[src/rtl/rom_burst_reader.sv]
// Parametrised ROM with a burst read engine: one {addr, len} request streams
// len+1 consecutive words (wrapping at DEPTH) through a backpressure-aware output register.
module rom_burst_reader #(
    parameter int DATA_WIDTH = 32,
    parameter int DEPTH      = 4,
    parameter int ADDR_WIDTH = $clog2(DEPTH),
    parameter int LEN_WIDTH  = 4,
    parameter logic [DEPTH*DATA_WIDTH-1:0] INIT =
        {32'h0C0D0E0F, 32'h08090A0B, 32'h04050607, 32'h00010203}
) (
    input  logic                  clk,
    input  logic                  rst,
    input  logic                  req_valid,
    output logic                  req_ready,
    input  logic [ADDR_WIDTH-1:0] req_addr,
    input  logic [LEN_WIDTH-1:0]  req_len,
    output logic                  rd_valid,
    input  logic                  rd_ready,
    output logic [DATA_WIDTH-1:0] rd_data,
    output logic                  rd_last,
    output logic                  rd_err
);

    typedef enum logic {IDLE, BURST} state_t;

    typedef struct packed {
        logic [ADDR_WIDTH-1:0] addr;
        logic [LEN_WIDTH-1:0]  remaining;
        logic                  err;
    } burst_t;

    localparam logic [ADDR_WIDTH-1:0] LAST_ADDR = ADDR_WIDTH'(DEPTH - 1);
    localparam logic [ADDR_WIDTH:0]   DEPTH_EXT = (ADDR_WIDTH + 1)'(DEPTH);

    state_t                state_q, state_d;
    burst_t                burst_q;
    logic                  accept;
    logic                  load;
    logic                  beat_last;
    logic [ADDR_WIDTH-1:0] next_addr;
    logic [DATA_WIDTH-1:0] rom_word;

    assign accept    = req_valid && req_ready;
    assign beat_last = (burst_q.remaining == '0) || burst_q.err;
    // Wrap at DEPTH, which need not be a power of two.
    assign next_addr = (burst_q.addr == LAST_ADDR) ? '0 : burst_q.addr + ADDR_WIDTH'(1);

    always_comb begin
        rom_word = '0;
        for (int i = 0; i < DEPTH; i++) begin
            if (burst_q.addr == ADDR_WIDTH'(i))
                rom_word = INIT[i*DATA_WIDTH +: DATA_WIDTH];
        end
    end

    always_ff @(posedge clk) begin
        if (rst) state_q <= IDLE;
        else     state_q <= state_d;
    end

    always_comb begin
        state_d = state_q;
        case (state_q)
            IDLE:    if (accept) state_d = BURST;
            BURST:   if (load && beat_last) state_d = IDLE;
            default: state_d = IDLE;
        endcase
    end

    // The output slot is free, or being drained this cycle; rd_ready never reaches rd_valid combinationally.
    always_comb begin
        req_ready = (state_q == IDLE) && !rst;
        load      = (state_q == BURST) && (!rd_valid || rd_ready);
    end

    always_ff @(posedge clk) begin
        if (rst) begin
            burst_q  <= '0;
            rd_valid <= 1'b0;
            rd_data  <= '0;
            rd_last  <= 1'b0;
            rd_err   <= 1'b0;
        end else begin
            if (accept) begin
                burst_q.addr      <= req_addr;
                burst_q.remaining <= req_len;
                burst_q.err       <= ({1'b0, req_addr} >= DEPTH_EXT);
            end else if (load) begin
                burst_q.addr      <= next_addr;
                burst_q.remaining <= burst_q.remaining - LEN_WIDTH'(1);
            end

            if (load) begin
                rd_valid <= 1'b1;
                rd_data  <= burst_q.err ? '0 : rom_word;
                rd_last  <= beat_last;
                rd_err   <= burst_q.err;
            end else if (rd_valid && rd_ready) begin
                rd_valid <= 1'b0;
            end
        end
    end

endmodule

[config.mk]
export PLATFORM = sky130hd
export DESIGN_NAME = rom_burst_reader
export DESIGN_NICKNAME = d
export VERILOG_FILES = /design/src/rtl/rom_burst_reader.sv
export SDC_FILE = /design/constraint.sdc
export NUM_CORES = 1
export LEC_CHECK = 0
export BUFFER_PORTS_ARGS = -buffer_cell sky130_fd_sc_hd__buf_2
export CAP_MARGIN = 25
export CORE_UTILIZATION = 45
export DETAILED_ROUTE_END_ITERATION = 6
export PLACE_DENSITY = 0.82
export SLEW_MARGIN = 15
export SYNTH_ARGS = -nofsm -noshare
export SYNTH_HDL_FRONTEND = slang
export SYNTH_SLANG_ARGS = --single-unit
[constraint.sdc]
create_clock -name clk -period 3.6 [get_ports clk]
set_input_delay 0.18 -clock clk [delete_from_list [all_inputs] [get_ports clk]]
set_output_delay 0.18 -clock clk [all_outputs]
set_load 0.01 [all_outputs]
* Word-level counts from Yosys, hierarchy flattened *
Cells that the tools add are included.

word-level totals
  register bits = 41
  bits of input ports = 10
  logic and storage cells = 36

cells by class
  add/sub/neg operators = 2
  equal/unequal tests = 3
  mux-type cells = 12
  bitwise operators = 1
  reduce and logical (&&, ||, !) cells = 12

operators with widths
  operator                                                               number
  32-bit two-way mux                                                     2
  27-bit two-way mux                                                     1
  17-bit two-way mux                                                     1
  6-bit two-way mux                                                      2
  1-bit logical AND                                                      5
  2-bit equality test, second input constant                             2
  4-bit zero test                                                        1
  1-bit two-way mux                                                      4
  2-bit nonzero test                                                     2
  4-bit by 1-bit subtractor with 4-bit output, second input constant     1
  2-bit by 1-bit adder with 2-bit output, second input constant          1
  2-bit by 1-bit equality test with 1-bit output, second input constant  1
  1-bit zero test                                                        2
  2-bit zero test                                                        1
  2-bit two-way mux                                                      1
  1-bit case mux with 2 select lines                                     1
  1-bit logical OR                                                       1
  1-bit NOT                                                              1

* Longest topological paths before layout *
Gate-level depths: netlist (run 1).

  depth in word-level cells = 6
  mapped depth = 5
  depth with buffers taken out = 4

* Least setup slack after synthesis (run 1) *
Ideal clock, no wire load.

  path type = register -> register
  start = register rd_valid
  end = register burst_q[3] in the netlist's numbering
  setup time = 103 ps
  data arrival time = 1,163 ps
  setup slack = 2,334 ps
  stages on the path, launching flop included = 6
  buffers on the path = 1
  clock period less this slack = 1,266 ps
  cells stage by stage = dfxtp_1 -> nand2b_4 -> and2_1 -> buf_6 -> and3_4 -> a2111oi_2

between the ends
  word-level cells in the longest chain between the ends = 4

RTL lines
  item                          RTL line  source
  start, declared               17        output logic rd_valid,
  start signal, assigned        79        rd_valid <= 1'b0;
  start signal, assigned        94        rd_valid <= 1'b1;
  start signal, assigned        99        rd_valid <= 1'b0;
  1-bit zero test               73        load = (state_q == BURST) && (!rd_valid || rd_ready);
  1-bit logical OR              73
  1-bit logical AND             73
  2-bit nonzero test (no line)  --
  end, declared                 36        burst_t burst_q;

Every way passes these cells.
A chain may end at the register's enable or synchronous reset.

* Final worst setup path (run 1) *
  start = register burst_q[5] in the netlist's numbering
  end = register burst_q[5] in the netlist's numbering

between the ends
  word-level cells in the longest chain between the ends = 4

RTL lines
  item                                                                           RTL line  source
  2-bit by 1-bit adder with 2-bit output or 2-bit equality test (tied branches)  46        assign next_addr = (burst_q.addr == LAST_ADDR) ? '0 : burst_q.addr + ADDR_WIDTH'(1);
  2-bit two-way mux *                                                            46
  6-bit two-way mux *                                                            88        end else if (load) begin
  6-bit two-way mux *                                                            84        if (accept) begin

Every way passes the cells marked *; elsewhere a longest branch is shown, timed or not. The select of a mux whose other input is x is not followed.

==> flow_results.xml, run 1 <==
<?xml version="1.0" encoding="UTF-8"?>
<metrics>
  <group name="clock_tree">
    <metric name="postCtsSetupRepairBufs" unit="">0</metric>
    <metric name="tritoncts.num_buffers" unit="">3</metric>
    <metric name="cts_tree" unit="">built</metric>
    <metric name="worst_setup_hold_path_clk_slew" unit="ps">80</metric>
    <metric name="post_cts_resized" unit="">0</metric>
    <metric name="h-tree-depth" unit="">1</metric>
    <metric name="clk-insertion-delay-late" unit="ps">270</metric>
    <metric name="cts_sinks" unit="">12</metric>
    <metric name="cts_root_buf" unit="">sky130_fd_sc_hd__clkbuf_4</metric>
    <metric name="buffer_depth_of_the_longest_clock_path" unit="">2</metric>
    <metric name="cts-hold-fix-buffers" unit="">0</metric>
  </group>
  <group name="power">
    <metric name="internal_power" unit="mW">0.2676</metric>
    <metric name="net-switching-power" unit="mW">0.1372</metric>
    <metric name="peakVddDrop" unit="V">0.0002008</metric>
    <metric name="power.density" unit="nW/um^2">468.9</metric>
    <metric name="share_comb_of_total_power" unit="%">30.9</metric>
    <metric name="p_seq_share" unit="%">42.6</metric>
    <metric name="cellLeakagePower" unit="nW">0.4502</metric>
    <metric name="netSwitchingFraction" unit="%">33.90</metric>
    <metric name="clock_power_share" unit="%">26.5</metric>
  </group>
  <group name="critical_path">
    <metric name="crit_fanout" unit="">6</metric>
    <metric name="arrival" unit="ps">1510</metric>
    <metric name="path_buf_inv" unit="">0</metric>
    <metric name="critPathCaptureType" unit="">flip-flop</metric>
    <metric name="crit_path_cell_trace" unit="">ha_1 &gt; or3_1 &gt; a311oi_1</metric>
    <metric name="path_delay_family" unit="">flip-flops</metric>
    <metric name="required" unit="ps">3780</metric>
    <metric name="start_kind" unit="">flip-flop</metric>
    <metric name="worstSetupPathType" unit="">reg2reg</metric>
    <metric name="crit_slowest_cell" unit="">sky130_fd_sc_hd__dfxtp_1</metric>
    <metric name="max_stage_delay" unit="ps">370</metric>
  </group>
  <group name="placed_design">
    <metric name="post_place_cell_area" unit="um^2">827.0</metric>
    <metric name="port-buffer-count" unit="">24</metric>
    <metric name="dpl.cell_count" unit="">137</metric>
    <metric name="globalplace.congestion" unit="">0.8186</metric>
    <metric name="hpwl" unit="um">1033</metric>
    <metric name="place_worst_setup_slack" unit="ps">2267</metric>
  </group>
  <group name="synth">
    <metric name="synth.top_cells.by_count" unit="">30 x sky130_fd_sc_hd__buf_4, 12 x sky130_fd_sc_hd__dfxtp_1, 9 x sky130_fd_sc_hd__nor2_1</metric>
    <metric name="count_of_state_elements_after_synthesis" unit="">12</metric>
    <metric name="share_of_synthesized_area_occupied_by_flip_flops_and_latches" unit="%">28.57</metric>
    <metric name="synth_edf_count" unit="">0</metric>
    <metric name="yosys_warnings" unit="">0</metric>
    <metric name="syn_avg_cell_area" unit="um^2">8.408</metric>
    <metric name="synth.distinct_cells" unit="">30</metric>
    <metric name="fraction_of_post_synthesis_cell_area_in_the_top_cell_type_by_area" unit="%">28.57</metric>
    <metric name="synth.cell_area" unit="um^2">840.8</metric>
    <metric name="post_synthesis_cell_count" unit="">100</metric>
    <metric name="synth.area.top_cells" unit="">sky130_fd_sc_hd__dfxtp_1 29%, sky130_fd_sc_hd__buf_4 27%, sky130_fd_sc_hd__ha_1 7.4%</metric>
    <metric name="synth_async_sr_flop_share" unit="%">0</metric>
    <metric name="synth_area_leader_cell" unit="">sky130_fd_sc_hd__dfxtp_1</metric>
    <metric name="synth_most_common_cell" unit="">sky130_fd_sc_hd__buf_4</metric>
    <metric name="yosys_most_used_dff" unit="">sky130_fd_sc_hd__dfxtp_1</metric>
  </group>
  <group name="timing">
    <metric name="layout_setup_ws" unit="ps">2270</metric>
    <metric name="tns" unit="ps">0</metric>
    <metric name="period_share" unit="%">36.93</metric>
    <metric name="fmaxAchievable" unit="MHz">752.1</metric>
    <metric name="timing_max_transition_violations_final" unit="">0</metric>
    <metric name="finalHoldViolations" unit="">0</metric>
    <metric name="post-route-min-period" unit="ps">1330</metric>
    <metric name="clock_skew" unit="ps">1.581</metric>
    <metric name="final-setup-viol-count" unit="">0</metric>
    <metric name="rsz0062_at_grt" unit="">false</metric>
  </group>
  <group name="floorplanning">
    <metric name="fp.dieH" unit="um">45.23</metric>
    <metric name="floorplan.die_area" unit="um^2">2045</metric>
    <metric name="row_count" unit="">15</metric>
    <metric name="die_width" unit="um">45.23</metric>
    <metric name="num_io_pins" unit="">46</metric>
    <metric name="core_region_area" unit="um^2">1745</metric>
    <metric name="start_util" unit="%">48.17</metric>
  </group>
  <group name="drt">
    <metric name="first_iter_violations" unit="">9</metric>
    <metric name="drt_first_pass_iters" unit="">4</metric>
    <metric name="route.vias.total" unit="">630</metric>
    <metric name="routed_wirelength" unit="um">1351</metric>
    <metric name="via_per_inst" unit="">4.468</metric>
    <metric name="wl_per_cell" unit="um">9.582</metric>
    <metric name="drcViolationCount" unit="">0</metric>
    <metric name="detail-route-antenna-nets" unit="">0</metric>
  </group>
  <group name="grt">
    <metric name="grt.total_usage" unit="%">14.91</metric>
    <metric name="grt_pass1_vias" unit="">488</metric>
    <metric name="grt_overflow" unit="">0</metric>
    <metric name="grt_first_pass_wirelength" unit="um">2090</metric>
    <metric name="initial_antenna_violation_count" unit="">0</metric>
    <metric name="grt_start_max_net_pins" unit="">14</metric>
  </group>
  <group name="layout">
    <metric name="antennaDiodeCount" unit="">0</metric>
    <metric name="instances_no_fill" unit="">141</metric>
    <metric name="layout-drive-gt1-share" unit="%">30.17</metric>
    <metric name="finish.net_count" unit="">132</metric>
    <metric name="ff_latch_area" unit="um^2">240.2</metric>
    <metric name="final_design_area_no_fill" unit="um^2">863.3</metric>
    <metric name="multiInputGateArea" unit="um^2">409.1</metric>
    <metric name="area_delta_synth_final" unit="%">2.679</metric>
    <metric name="fill_cells" unit="">183</metric>
    <metric name="final_util" unit="%">49.46</metric>
  </group>
  <group name="outcome">
    <metric name="status" unit="">finished clean</metric>
  </group>
  <group name="min_path">
    <metric name="hp-class" unit="">in2reg</metric>
  </group>
  <group name="flow_run">
    <metric name="max_cap_violations" unit="">0</metric>
  </group>
</metrics>
## registers in the layout, indices dropped and copies added (netlist names)
register	cells
burst_q	6
rd_data	3
rd_last	1
rd_valid	1
state_q	1
## worst register-to-register path: stages (launching register included)
cell                       delay, ps
sky130_fd_sc_hd__dfxtp_1         370
sky130_fd_sc_hd__ha_1            260
sky130_fd_sc_hd__or3_1           370
sky130_fd_sc_hd__a311oi_1        250
## power by group through the flow
stage               logic, mW  clock network [mW]  registers, mW
finish                  0.125               0.107          0.172
CTS                     0.126               0.111          0.173
global route            0.143               0.114          0.176
global placement        0.120                   0          0.174
detailed placement      0.125                   0          0.176
floorplan               0.121                   0          0.176
## layout make-up
class	instances	share of cell area [%]
clock buffer	4	4.203
timing repair buffer	24	13.91
sequential	12	27.83
inverter	7	3.043
tap	25	3.623
multi-input combinational	69	47.39
## cells in the final DEF (no fill, tap or decap), types with 2 or more instances in the layout
cell type | synthesis | final
sky130_fd_sc_hd__nand2_1 | 3 | 3
sky130_fd_sc_hd__nor2_1 | 9 | 9
sky130_fd_sc_hd__conb_1 | 1 | 21
sky130_fd_sc_hd__buf_2 | 0 | 24
sky130_fd_sc_hd__inv_1 | 7 | 7
sky130_fd_sc_hd__ha_1 | 5 | 5
sky130_fd_sc_hd__a21oi_1 | 3 | 3
sky130_fd_sc_hd__a211oi_1 | 2 | 2
sky130_fd_sc_hd__clkbuf_4 | 0 | 3
sky130_fd_sc_hd__nand3_1 | 2 | 2
sky130_fd_sc_hd__dfxtp_1 | 12 | 12
sky130_fd_sc_hd__nor3_1 | 7 | 7
## cells by family after synthesis
kind of cell / count (synthesis) / share of synthesized area (%)
XOR/XNOR: 1 / 1.042
multiplexers: 1 / 1.191
adder cells (fa/ha/maj): 5 / 7.440
AO/OA/AOI/OAI: 10 / 9.672
flip-flops: 12 / 28.57
AND/OR/NAND/NOR: 31 / 19.94
other: 1 / 0.4460
buffers and inverters: 39 / 31.70
## path summary, 6_finish.rpt
| path | slack (ps) | end | startpoint | cells after the start |
|---|---|---|---|---|
| max | 2270 | burst_q[5]$_SDFFE_PP0P_ | burst_q[5]$_SDFFE_PP0P_ | 3 |
| min | 190 | burst_q[2]$_SDFFE_PP0P_ | req_len[1] | 3 |
| max reg2reg | 2270 | burst_q[5]$_SDFFE_PP0P_ | burst_q[5]$_SDFFE_PP0P_ | 3 |
| min reg2reg | 460 | rd_last$_SDFFE_PP0P_ | rd_last$_SDFFE_PP0P_ | 2 |
## metal layers
layer | global-route usage, % | vias up | wire length [um]
li1 | - | 313 | -
met1 | 16.50 | 280 | 558
met2 | 24.06 | 33 | 668
met3 | 4.000 | 4 | 92
met4 | 11.52 | 0 | 31
met5 | 0 | - | 0
## per-stage QoR
stage	hold slack (ps)	total power, mW
after floorplan	248.9	0.2978
after global placement	450.9	0.2939
after detailed placement	447.9	0.3008
after CTS	181.6	0.4094
after global routing	198.6	0.4332
final	189.8	0.4048
No activity file was read; power rests on OpenSTA's default activity.
==> run 2: changes to the inputs <==
--- a/config.mk
+++ b/config.mk
@@ -5,11 +5,12 @@
 export SDC_FILE = /design/constraint.sdc
 export NUM_CORES = 1
 export LEC_CHECK = 0
+export ABC_AREA = 1
 export BUFFER_PORTS_ARGS = -buffer_cell sky130_fd_sc_hd__buf_2
 export CAP_MARGIN = 25
-export CORE_UTILIZATION = 45
+export CORE_UTILIZATION = 39
 export DETAILED_ROUTE_END_ITERATION = 6
-export PLACE_DENSITY = 0.82
+export PLACE_DENSITY = 0.75
 export SLEW_MARGIN = 15
 export SYNTH_ARGS = -nofsm -noshare
 export SYNTH_HDL_FRONTEND = slang
==> constraint.sdc (replaced) <==
create_clock -name clk -period 1.2 [get_ports clk]
set_input_delay 0.06 -clock clk [delete_from_list [all_inputs] [get_ports clk]]
set_output_delay 0.06 -clock clk [all_outputs]
set_load 0.01 [all_outputs]
==> run 2 against run 1 <==
  * Worst setup slack worse by 2200 ps
  * Core utilization shrank 5.1 points
  * Combinational power increased to 3.3 times the previous value
  * Sequential cell count unchanged
  * Via count rose by 6.3%
  * Register-to-register slack lost 2200 ps
  * Clock-buffer cell count is the same
  * Area after synthesis up 0.89%
  * Global-route usage fell by 3.8 points
  * First-iteration DRC count grew 33%
  * Wire length shrank 3.6%
  * Critical endpoint is now burst_q[2]$_SDFFE_PP0P_
==> flow_results.xml, run 2 <==
<?xml version="1.0" encoding="UTF-8"?>
<metrics>
  <group name="critical_path">
    <metric name="required" unit="ps">1370</metric>
    <metric name="crit_fanout" unit="">10</metric>
    <metric name="arrival" unit="ps">1270</metric>
    <metric name="start_kind" unit="">flip-flop</metric>
    <metric name="critPathCaptureType" unit="">flip-flop</metric>
    <metric name="worstSetupPathType" unit="">reg2reg</metric>
    <metric name="crit_path_start" unit="">state_q$_SDFF_PP0_</metric>
    <metric name="timing.rr.start" unit="">state_q$_SDFF_PP0_</metric>
  </group>
  <group name="synth">
    <metric name="synth_async_sr_flop_share" unit="%">0</metric>
    <metric name="synth.cell_area" unit="um^2">848.3</metric>
    <metric name="post_synthesis_cell_count" unit="">112</metric>
    <metric name="synth.distinct_cells" unit="">20</metric>
    <metric name="share_of_synthesized_area_occupied_by_flip_flops_and_latches" unit="%">28.32</metric>
    <metric name="yosys_warnings" unit="">0</metric>
    <metric name="fraction_of_post_synthesis_cell_area_in_the_top_cell_type_by_area" unit="%">28.32</metric>
    <metric name="synth.area.top_cells" unit="">sky130_fd_sc_hd__dfxtp_1 28%, sky130_fd_sc_hd__buf_4 27%, sky130_fd_sc_hd__ha_1 7.4%</metric>
    <metric name="synth_area_leader_cell" unit="">sky130_fd_sc_hd__dfxtp_1</metric>
    <metric name="synth_most_common_cell" unit="">sky130_fd_sc_hd__buf_4</metric>
    <metric name="count_of_state_elements_after_synthesis" unit="">12</metric>
    <metric name="yosys_most_used_dff" unit="">sky130_fd_sc_hd__dfxtp_1</metric>
    <metric name="synth.top_cells.by_count" unit="">30 x sky130_fd_sc_hd__buf_4, 13 x sky130_fd_sc_hd__nand2_1, 12 x sky130_fd_sc_hd__dfxtp_1</metric>
    <metric name="synth_edf_count" unit="">0</metric>
    <metric name="syn_avg_cell_area" unit="um^2">7.574</metric>
  </group>
  <group name="power">
    <metric name="power.density" unit="nW/um^2">1422</metric>
    <metric name="net-switching-power" unit="mW">0.4554</metric>
    <metric name="peakVddDrop" unit="V">0.0006707</metric>
    <metric name="netSwitchingFraction" unit="%">36.04</metric>
    <metric name="p_seq_share" unit="%">41.3</metric>
    <metric name="cellLeakagePower" unit="nW">0.4914</metric>
    <metric name="clock_power_share" unit="%">26.1</metric>
    <metric name="share_comb_of_total_power" unit="%">32.6</metric>
    <metric name="internal_power" unit="mW">0.8081</metric>
  </group>
  <group name="clock_tree">
    <metric name="cts-hold-fix-buffers" unit="">0</metric>
    <metric name="clk-insertion-delay-late" unit="ps">280</metric>
    <metric name="cts_sinks" unit="">12</metric>
    <metric name="h-tree-depth" unit="">1</metric>
    <metric name="buffer_depth_of_the_longest_clock_path" unit="">2</metric>
    <metric name="cts_root_buf" unit="">sky130_fd_sc_hd__clkbuf_4</metric>
    <metric name="tritoncts.num_buffers" unit="">3</metric>
    <metric name="cts_tree" unit="">built</metric>
    <metric name="worst_setup_hold_path_clk_slew" unit="ps">80</metric>
  </group>
  <group name="floorplanning">
    <metric name="die_width" unit="um">48.64</metric>
    <metric name="core_region_area" unit="um^2">2002</metric>
    <metric name="row_count" unit="">16</metric>
    <metric name="floorplan.die_area" unit="um^2">2366</metric>
    <metric name="fp.dieH" unit="um">48.64</metric>
    <metric name="num_io_pins" unit="">46</metric>
    <metric name="start_util" unit="%">42.38</metric>
  </group>
  <group name="layout">
    <metric name="top_register" unit="">burst_q</metric>
    <metric name="finish.net_count" unit="">146</metric>
    <metric name="most-common-layout-cells" unit="">24 x sky130_fd_sc_hd__buf_2, 21 x sky130_fd_sc_hd__conb_1, 13 x sky130_fd_sc_hd__nand2_1, 12 x sky130_fd_sc_hd__dfxtp_1, 10 x sky130_fd_sc_hd__nor2_1</metric>
    <metric name="area_delta_synth_final" unit="%">4.720</metric>
    <metric name="largest_register_ff_count" unit="">6</metric>
    <metric name="layout-drive-gt1-share" unit="%">26.92</metric>
    <metric name="instances_no_fill" unit="">157</metric>
    <metric name="antennaDiodeCount" unit="">0</metric>
    <metric name="final_common_cell" unit="">sky130_fd_sc_hd__buf_2</metric>
    <metric name="layout_top_registers" unit="">burst_q x6, rd_data x3</metric>
  </group>
  <group name="drt">
    <metric name="route.vias.total" unit="">670</metric>
    <metric name="routed_wirelength" unit="um">1302</metric>
    <metric name="drt_first_pass_iters" unit="">4</metric>
    <metric name="first_iter_violations" unit="">12</metric>
    <metric name="wl_per_cell" unit="um">8.293</metric>
    <metric name="via_per_inst" unit="">4.268</metric>
    <metric name="detail-route-antenna-nets" unit="">0</metric>
    <metric name="drcViolationCount" unit="">0</metric>
  </group>
  <group name="grt">
    <metric name="grt_first_pass_wirelength" unit="um">1966</metric>
    <metric name="grt_start_max_net_pins" unit="">11</metric>
    <metric name="grt_overflow" unit="">0</metric>
    <metric name="initial_antenna_violation_count" unit="">0</metric>
    <metric name="grt_pass1_vias" unit="">463</metric>
    <metric name="grt.total_usage" unit="%">11.07</metric>
  </group>
  <group name="timing">
    <metric name="final.hold.worst_slack" unit="ps">60.30</metric>
    <metric name="fmaxAchievable" unit="MHz">914.8</metric>
    <metric name="finalHoldViolations" unit="">0</metric>
    <metric name="post-route-min-period" unit="ps">1093</metric>
    <metric name="period_share" unit="%">91.09</metric>
    <metric name="clock_skew" unit="ps">0.6561</metric>
    <metric name="tns" unit="ps">0</metric>
    <metric name="final-setup-viol-count" unit="">0</metric>
    <metric name="timing_max_transition_violations_final" unit="">0</metric>
    <metric name="rsz0062_at_grt" unit="">false</metric>
    <metric name="layout_setup_ws" unit="ps">106.9</metric>
  </group>
  <group name="min_path">
    <metric name="hold_path.startpoint" unit="">rst</metric>
    <metric name="hp-class" unit="">in2reg</metric>
  </group>
  <group name="placed_design">
    <metric name="place_worst_setup_slack" unit="ps">91.16</metric>
    <metric name="port-buffer-count" unit="">24</metric>
    <metric name="hpwl" unit="um">1013</metric>
    <metric name="dpl.cell_count" unit="">153</metric>
    <metric name="globalplace.congestion" unit="">0.7895</metric>
  </group>
  <group name="flow_run">
    <metric name="max_cap_violations" unit="">0</metric>
  </group>
  <group name="outcome">
    <metric name="status" unit="">finished clean</metric>
  </group>
</metrics>
[run 2: cell types whose count changed after synthesis, moves of 2 or more]
cell                       change
sky130_fd_sc_hd__nor3_1        -4
sky130_fd_sc_hd__nand2_1      +10
sky130_fd_sc_hd__xor2_1        +2
sky130_fd_sc_hd__a211oi_1      -2
sky130_fd_sc_hd__nand2_4       +2
sky130_fd_sc_hd__o21ai_0       +6
sky130_fd_sc_hd__nand3_1       +4
sky130_fd_sc_hd__a21oi_1       +4
[run 2: layout make-up]
class	count	area, um^2
sequential	12	240.2
fill	203	1114
timing repair buffer	24	120.1
inverter	10	37.54
multi-input combinational	80	420.4
clock buffer	4	36.28
tap	27	33.78
[run 2: path summary, 6_finish.rpt]
kind / endpoint / slack, ps / cells after the start
max: burst_q[2]$_SDFFE_PP0P_ / 110 / 5
min: rd_valid$_SDFFE_PP0P_ / 60 / 2
max reg2reg: burst_q[2]$_SDFFE_PP0P_ / 110 / 5
min reg2reg: rd_last$_SDFFE_PP0P_ / 480 / 2
[run 2: logic make-up after synthesis]
| logic type | synth area share, % |
|---|---|
| buffers and inverters | 30.97 |
| and+or+nand+nor | 22.57 |
| AOI/OAI and AO/OA | 8.259 |
| DFF | 28.32 |
| adders and majority gates | 7.375 |
| xor gates and xnor gates | 2.065 |
| other | 0.4421 |
[run 2: through the flow]
stage / instance area [um^2] / utilization, % / power (mW)
2_1_floorplan: 923.4 / - / 0.9179
6_report: 888.4 / 44.38 / 1.263
5_1_grt: 888.4 / 44.38 / 1.352
3_5_place_dp: 852.1 / 42.56 / 0.9395
3_3_place_gp: 852.1 / 42.56 / 0.9319
4_1_cts: 888.4 / 44.38 / 1.275
[run 2: routing by layer]
metal	routed length [um]	global-route usage [%]
met5	0	0
met4	24	4.412
met3	151	5.031
met2	526	16.44
met1	600	13.79
[run 2: power groups by stage]
stage | clock (mW) | sequential (mW) | combinational (mW)
finish | 0.330 | 0.522 | 0.411
global route | 0.360 | 0.531 | 0.460
CTS | 0.343 | 0.522 | 0.410
detailed placement | 0 | 0.531 | 0.408
global placement | 0 | 0.527 | 0.405
floorplan | 0 | 0.533 | 0.385
[run 2: timing repair]
item / in CTS / in global routing
buffers inserted: 0 / 0
gates resized for setup: 0 / 1
setup endpoints to repair: 0 / 3
[run 2: worst max-delay path: stages (launching register included)]
cell and delay [ps]:
sky130_fd_sc_hd__dfxtp_1 420, sky130_fd_sc_hd__nand2_2 200, sky130_fd_sc_hd__nand2_4 140, sky130_fd_sc_hd__inv_2 50, sky130_fd_sc_hd__a21oi_1 140, sky130_fd_sc_hd__nor2_1 50
